<file path="src/rtl/apb_resp_pkg.sv">
// Shared types and helpers for the multi-bank APB completer.
package apb_resp_pkg;

  typedef enum logic [0:0] {
    ST_IDLE   = 1'b0,
    ST_ACCESS = 1'b1
  } state_t;

  localparam int ADDR_LSB   = 2;
  localparam int MAX_SLAVES = 32;

  // Callers zero-extend their select vector to MAX_SLAVES; one-hotness is unaffected.
  function automatic logic is_onehot(input logic [MAX_SLAVES-1:0] v);
    return (v != '0) && ((v & (v - 1'b1)) == '0);
  endfunction

  function automatic int idx_w(input int depth);
    int w;
    w = 0;
    for (int i = 0; i < 31; i++)
      if ((1 << i) < depth) w = i + 1;
    return w;
  endfunction

endpackage

</file>
<file path="src/rtl/apb_resp_mem.sv">
// Register banks, one per select line; one write port, one combinational read port.
module apb_resp_mem #(
  parameter int NUM_SLAVES = 4,
  parameter int DEPTH      = 16,
  parameter int DATA_W     = 32,
  parameter int BW         = 2,
  parameter int IW         = 4
) (
  input  logic              Hclk,
  input  logic              Hresetn,
  input  logic              we,
  input  logic [BW-1:0]     wbank,
  input  logic [IW-1:0]     widx,
  input  logic [DATA_W-1:0] wdata,
  input  logic [BW-1:0]     rbank,
  input  logic [IW-1:0]     ridx,
  output logic [DATA_W-1:0] rdata
);

  logic [DATA_W-1:0] mem [NUM_SLAVES][DEPTH];

  always_ff @(posedge Hclk or negedge Hresetn) begin
    if (!Hresetn) begin
      for (int b = 0; b < NUM_SLAVES; b++)
        for (int w = 0; w < DEPTH; w++)
          mem[b][w] <= '0;
    end else if (we) begin
      mem[wbank][widx] <= wdata;
    end
  end

  assign rdata = mem[rbank][ridx];

endmodule

</file>
<file path="src/rtl/apb_multi_slave_responder.sv">
// APB completer with NUM_SLAVES register banks, programmable wait states,
// error response on illegal transfers and a sticky protocol-violation flag.
//
// state     | meaning
// ST_IDLE   | waiting for a SETUP phase (select high, Penable low)
// ST_ACCESS | transfer captured; counting wait states, then completing
module apb_multi_slave_responder
  import apb_resp_pkg::*;
#(
  parameter int NUM_SLAVES = 4,
  parameter int DATA_W     = 32,
  parameter int ADDR_W     = 32,
  parameter int DEPTH      = 16,
  parameter int WAIT_W     = 3
) (
  input  logic                  Hclk,
  input  logic                  Hresetn,
  input  logic [NUM_SLAVES-1:0] Pselx,
  input  logic                  Penable,
  input  logic                  Pwrite,
  input  logic [ADDR_W-1:0]     Paddr,
  input  logic [DATA_W-1:0]     Pwdata,
  output logic [DATA_W-1:0]     Prdata,
  output logic                  Pready,
  output logic                  Pslverr,
  input  logic [WAIT_W-1:0]     wait_cfg,
  output logic                  proto_err,
  input  logic                  proto_err_clr
);

  localparam int IW = idx_w(DEPTH);
  localparam int BW = (NUM_SLAVES > 1) ? $clog2(NUM_SLAVES) : 1;

  state_t                state;
  logic [NUM_SLAVES-1:0] sel_q;
  logic [BW-1:0]         bank_q, bank_d;
  logic [IW-1:0]         idx_q, idx_d;
  logic                  wr_q, err_q, err_d;
  logic [DATA_W-1:0]     wdata_q, rdata_mem;
  logic [WAIT_W-1:0]     cnt;
  logic                  setup, idle_viol, acc_ok, acc_viol, mem_we;

  always_comb begin
    bank_d = '0;
    for (int i = NUM_SLAVES - 1; i >= 0; i--)
      if (Pselx[i]) bank_d = BW'(i);
  end

  assign idx_d = Paddr[ADDR_LSB +: IW];
  assign err_d = !is_onehot(MAX_SLAVES'(Pselx))
               || (Paddr[ADDR_LSB-1:0] != '0)
               || ((Paddr >> (ADDR_LSB + IW)) != '0);

  assign setup     = (state == ST_IDLE) && (|Pselx) && !Penable;
  assign idle_viol = (state == ST_IDLE) && Penable;
  assign acc_ok    = (state == ST_ACCESS) && Penable && (Pselx == sel_q);
  assign acc_viol  = (state == ST_ACCESS) && !acc_ok;
  // Only the completion edge of a clean, legal write commits to the bank.
  assign mem_we    = acc_ok && Pready && wr_q && !err_q;

  apb_resp_mem #(
    .NUM_SLAVES(NUM_SLAVES),
    .DEPTH     (DEPTH),
    .DATA_W    (DATA_W),
    .BW        (BW),
    .IW        (IW)
  ) u_mem (
    .Hclk   (Hclk),
    .Hresetn(Hresetn),
    .we     (mem_we),
    .wbank  (bank_q),
    .widx   (idx_q),
    .wdata  (wdata_q),
    .rbank  (bank_d),
    .ridx   (idx_d),
    .rdata  (rdata_mem)
  );

  always_ff @(posedge Hclk or negedge Hresetn) begin
    if (!Hresetn) begin
      state     <= ST_IDLE;
      sel_q     <= '0;
      bank_q    <= '0;
      idx_q     <= '0;
      wr_q      <= 1'b0;
      err_q     <= 1'b0;
      wdata_q   <= '0;
      cnt       <= '0;
      Prdata    <= '0;
      Pready    <= 1'b0;
      Pslverr   <= 1'b0;
      proto_err <= 1'b0;
    end else begin
      if (idle_viol || acc_viol)
        proto_err <= 1'b1;
      else if (proto_err_clr)
        proto_err <= 1'b0;

      case (state)
        ST_IDLE: begin
          if (setup) begin
            sel_q   <= Pselx;
            bank_q  <= bank_d;
            idx_q   <= idx_d;
            wr_q    <= Pwrite;
            err_q   <= err_d;
            wdata_q <= Pwdata;
            cnt     <= wait_cfg;
            if (!Pwrite)
              Prdata <= err_d ? '0 : rdata_mem;
            Pready  <= (wait_cfg == '0);
            Pslverr <= err_d && (wait_cfg == '0);
            state   <= ST_ACCESS;
          end
        end
        ST_ACCESS: begin
          if (acc_ok && Pready) begin
            Pready  <= 1'b0;
            Pslverr <= 1'b0;
            state   <= ST_IDLE;
          end else if (acc_ok) begin
            cnt     <= cnt - WAIT_W'(1);
            Pready  <= (cnt == WAIT_W'(1));
            Pslverr <= err_q && (cnt == WAIT_W'(1));
          end else begin
            Pready  <= 1'b0;
            Pslverr <= 1'b0;
            state   <= ST_IDLE;
          end
        end
        default: state <= ST_IDLE;
      endcase
    end
  end

endmodule

</file>
<file path="config.mk">
export PLATFORM = sky130hd
export DESIGN_NAME = apb_multi_slave_responder
export DESIGN_NICKNAME = d
export VERILOG_FILES = /design/src/rtl/apb_resp_pkg.sv /design/src/rtl/apb_resp_mem.sv /design/src/rtl/apb_multi_slave_responder.sv
export SDC_FILE = /design/constraint.sdc
export NUM_CORES = 2
export LEC_CHECK = 0
export BUFFER_PORTS_ARGS = -buffer_cell sky130_fd_sc_hd__buf_4
export CORE_MARGIN = 2
export CORE_UTILIZATION = 55
export DETAILED_ROUTE_END_ITERATION = 7
export HOLD_SLACK_MARGIN = 0.05
export PLACE_DENSITY = 0.82
export SYNTH_ARGS = -nofsm -noshare
export SYNTH_HDL_FRONTEND = slang
export SYNTH_SLANG_ARGS = --single-unit
</file>
<file path="constraint.sdc">
create_clock -name Hclk -period 3.6 [get_ports Hclk]
set_input_delay 1.08 -clock Hclk [delete_from_list [all_inputs] [get_ports Hclk]]
set_output_delay 1.08 -clock Hclk [all_outputs]
set_load 0.01 [all_outputs]
</file>
==> flow_summary.rst <==
.. list-table::
   :header-rows: 1

   * - Metric
     - Value
   * - Status
     - finished with violations
   * - Violated checks
     - design-rule violations
   * - Setup CP Type
     - in2reg
   * - Met3 capacity usage during global routing
     - 9.37%
   * - Vias in the first global route
     - 73000
   * - Instance count after placement with tap cells included
     - 9592
   * - Largest stage delay on the critical path
     - 820 ps
   * - Post-synthesis sequential area ratio
     - 55.7%
   * - Total negative slack for setup checks
     - 0 ps
   * - Initial antenna violation count
     - 7
   * - Slowest library cell on the worst path
     - sky130_fd_sc_hd__a31oi_1
   * - GR Layer Usage met2
     - 51.4%
   * - Clock Latency Late Sink
     - 870 ps
   * - CTS clk-pin slew, worst paths
     - 60 ps
   * - Number of buffers added by the clock tree synthesis step
     - 206
   * - Number of enable flip-flop cells after synthesis
     - 0
   * - Async set-or-reset flop fraction in the synthesized netlist
     - 100%
   * - RR Endpoint
     - u_mem.mem[664]
   * - Critical path capture point
     - Prdata[4]
   * - DR WL/cell
     - 31.1 um
   * - Worst slew margin relative to its limit
     - 12.0%
   * - Maximum number of pins on one net before global-route repair
     - 128
   * - Core Footprint
     - 0.173 mm2
   * - Worst setup EP type
     - register
   * - Netlist area before placement
     - 0.0957 mm2
   * - Grt peak-use layer
     - met2
   * - Shortest clock period the worst path allows after layout
     - 3370 ps
   * - Cell chosen for the clock root
     - sky130_fd_sc_hd__clkbuf_16
   * - Cts repair resizes
     - 0
   * - Horiz. Die Dim
     - 421 um
   * - Post-route antenna net violation count
     - 0
   * - H-tree lvl count
     - 4
   * - Crit Reg-Reg Startpoint
     - state
   * - Synthesis-stage register bit count
     - 2131
   * - Startpoint of the worst setup timing path
     - Pselx[3]
   * - Wire length of the first global-routing pass
     - 466000 um
   * - Maximum net fanout on the critical path
     - 17
   * - P_leak
     - 53.9 nW
   * - Share of final-layout standard cells stronger than drive strength 1
     - 40.4%
   * - Area after DPL
     - 0.104 mm2
   * - Layout net count
     - 7553
   * - Post-route cell area
     - 0.111 mm2
   * - CTS sink count
     - 2131
   * - Filler-free cell count of the finished design
     - 9977
   * - Count of distinct cell types in the synthesized netlist
     - 53
   * - Max-slew violation count
     - 0
   * - R2r setup slk
     - 240 ps
   * - Synth Warn #
     - 0
   * - Placed wire-length estimate
     - 186000 um
   * - Max frequency
     - 296 MHz
   * - Power per Cell Area
     - 463 mW/mm2
   * - Initial core utilization
     - 55.2%
   * - Vias per cell
     - 7.07
   * - Total DRC errors in the routed layout
     - 1
   * - First-pass iteration count of the detailed router
     - 8
   * - Routability congestion estimate
     - 0.908
   * - Synthesized netlist net count
     - 7507
   * - Met1 routing resource usage after global routing
     - 43.9%
   * - Post-route clock period utilization
     - 93.7%
   * - Data arrival time at the worst-slack endpoint
     - 4150 ps
   * - Rows
     - 153
   * - Number of hold buffers added after cts
     - 0
   * - Post-Route Skew
     - 50.6 ps
   * - Leading register cell type out of synthesis
     - sky130_fd_sc_hd__dfrtp_1
   * - Die area
     - 0.177 mm2
   * - CTS tree
     - done
   * - Overall routed net length
     - 310000 um
   * - Setup repair after global routing missed its margin
     - false
   * - Vertical die dimension
     - 421 um
   * - Worst path required time
     - 4380 ps
   * - Worst Reg-to-Reg Cells
     - 9
   * - Series of cell instances along the critical path
     - buf_4, nor2b_4, buf_4, a221oi_1, o311ai_0, a32oi_1, a31oi_1, a221o_1
   * - Crit path top cell by count
     - sky130_fd_sc_hd__buf_4
   * - Total area of sequential cells
     - 0.0534 mm2
   * - Total count of hold-check failures in the final report
     - 0
   * - Worst hold path type
     - in2async
   * - Cells after Synth
     - 7429
   * - Final-layout fill cell count
     - 11900
   * - Gr usage total
     - 34.4%
   * - Total setup buffers inserted after CTS
     - 0
   * - Port Buffer Count
     - 110
   * - Via count
     - 70600
   * - Detailed Route Iter0 Violations
     - 9336
   * - Startpoint type of the worst setup path
     - primary input
   * - Synthesis-to-layout area growth
     - 15.8%
   * - Overflow left after global routing
     - 0
   * - Worst IR drop on VDD
     - 0.000414 V
   * - Max Cap Violations
     - 0
   * - Area taken by multi-input logic gates
     - 0.0392 mm2
   * - Maximum root-to-sink buffer count
     - 3
   * - Mean instance size in the synthesized netlist
     - 12.9 um2
   * - Finish-stage setup viols
     - 0
   * - Number of ports placed on the die boundary
     - 111
   * - Slew at the pin closest to its max-slew limit
     - 1320 ps
[cells in the mapped netlist (7+ instances only)]
| cell type | number | area, um2 |
|---|---|---|
| sky130_fd_sc_hd__dfrtp_1 | 2131 | 53300 |
| sky130_fd_sc_hd__mux2_2 | 1962 | 22100 |
| sky130_fd_sc_hd__clkbuf_1 | 599 | 2250 |
| sky130_fd_sc_hd__nand2_1 | 412 | 1550 |
| sky130_fd_sc_hd__a221oi_1 | 384 | 3360 |
| sky130_fd_sc_hd__a221o_1 | 224 | 2240 |
| sky130_fd_sc_hd__a21oi_1 | 195 | 976 |
| sky130_fd_sc_hd__o21ai_0 | 175 | 876 |
| sky130_fd_sc_hd__buf_1 | 140 | 526 |
| sky130_fd_sc_hd__nand3_1 | 98 | 490 |
| sky130_fd_sc_hd__a311oi_1 | 96 | 841 |
| sky130_fd_sc_hd__buf_2 | 88 | 440 |
| sky130_fd_sc_hd__mux2_1 | 86 | 968 |
| sky130_fd_sc_hd__inv_1 | 77 | 289 |
| sky130_fd_sc_hd__nand2b_1 | 75 | 469 |
| sky130_fd_sc_hd__nor2b_1 | 75 | 469 |
| sky130_fd_sc_hd__a22oi_1 | 66 | 495 |
| sky130_fd_sc_hd__o211ai_1 | 65 | 488 |
| sky130_fd_sc_hd__a211o_1 | 64 | 561 |
| sky130_fd_sc_hd__a31oi_1 | 64 | 400 |
| sky130_fd_sc_hd__nor2_1 | 47 | 176 |
| sky130_fd_sc_hd__and3_1 | 33 | 206 |
| sky130_fd_sc_hd__or4_1 | 33 | 248 |
| sky130_fd_sc_hd__a21o_1 | 32 | 240 |
| sky130_fd_sc_hd__a22o_1 | 32 | 280 |
| sky130_fd_sc_hd__a32oi_1 | 32 | 280 |
| sky130_fd_sc_hd__o311ai_0 | 32 | 280 |
| sky130_fd_sc_hd__o32ai_1 | 32 | 280 |
| sky130_fd_sc_hd__nor4_1 | 14 | 87.6 |
| sky130_fd_sc_hd__nor3_1 | 11 | 55.1 |
| sky130_fd_sc_hd__buf_4 | 10 | 75.1 |
| sky130_fd_sc_hd__or2_2 | 7 | 43.8 |
[kinds of logic after synthesis]
kind of cell | synth area share (%)
xor+xnor | 0.0183
flops | 55.7
fa+ha+maj | 0.0261
simple gates | 4.18
mux | 24.1
compound gates | 12.2
buf+inv | 3.76
[cells in the final DEF (no fill, tap or decap), types with 67 or more instances in the layout]
cell type	instances
sky130_fd_sc_hd__a21oi_1	195
sky130_fd_sc_hd__a221o_1	224
sky130_fd_sc_hd__a221oi_1	384
sky130_fd_sc_hd__a311oi_1	96
sky130_fd_sc_hd__buf_12	218
sky130_fd_sc_hd__buf_4	453
sky130_fd_sc_hd__clkbuf_16	208
sky130_fd_sc_hd__dfrtp_1	2108
sky130_fd_sc_hd__inv_1	77
sky130_fd_sc_hd__mux2_1	86
sky130_fd_sc_hd__mux2_2	1962
sky130_fd_sc_hd__nand2_1	378
sky130_fd_sc_hd__nand2b_1	68
sky130_fd_sc_hd__nand3_1	97
sky130_fd_sc_hd__nor2b_1	67
sky130_fd_sc_hd__o21ai_0	175
[cell type report]
class | instances | share of cell area, %
inverter | 79 | 0.274
antenna | 1 | 0.00226
timing repair buffer | 676 | 7.09
multi-input combinational | 4381 | 35.3
tap | 2325 | 2.63
sequential | 2131 | 48.2
clock buffer | 314 | 5.57
clock inverter | 70 | 0.933
[registers in the layout, indices dropped and copies added (netlist names), 2 cells and up]
| register | flops |
|---|---|
| u_mem.mem | 2048 |
| wdata_q | 32 |
| idx_q | 4 |
| cnt | 3 |
| sel_q | 4 |
| bank_q | 2 |
| Prdata | 32 |
[power breakdown]
part / switching [mW] / total [mW] / internal, mW
combinational: 2.62 / 3.64 / 1.02
sequential: 0.768 / 24.8 / 24.0
clock: 9.62 / 22.8 / 13.2
[worst min-delay path by stage]
stage               depth (start not counted)        endpoint  slack [ps]
detailed placement                          2     wdata_q[16]         470
CTS                                         1   u_mem.mem[40]         110
finish                                      1  u_mem.mem[552]         130
floorplan                                   2            wr_q         440
global placement                            2            wr_q         450
global route                                1  u_mem.mem[552]         140
[worst max-delay path: cells and delay by family]
kind,cells,cell delay (ps)
buf+inv,2,580
simple gates,1,580
compound gates,5,1880
[routing by layer]
layer | routed length (um) | vias up
met5 | 40 | -
met1 | 112000 | 36500
met4 | 24800 | 6
met3 | 35100 | 1387
li1 | - | 27800
met2 | 138000 | 4819
[through the flow]
stage / power, mW / hold slack (ps) / util (%) / worst slack, ps
after floorplan: 26.6 / 437 / - / 82.7
after global placement: 28.6 / 454 / 59.7 / -288
after detailed placement: 28.7 / 466 / 59.7 / -332
after CTS: 51.2 / 112 / 63.9 / 351
after global routing: 52.6 / 136 / 63.9 / 215
final: 51.3 / 130 / 63.9 / 227
Power figures use the tool's default switching activity.
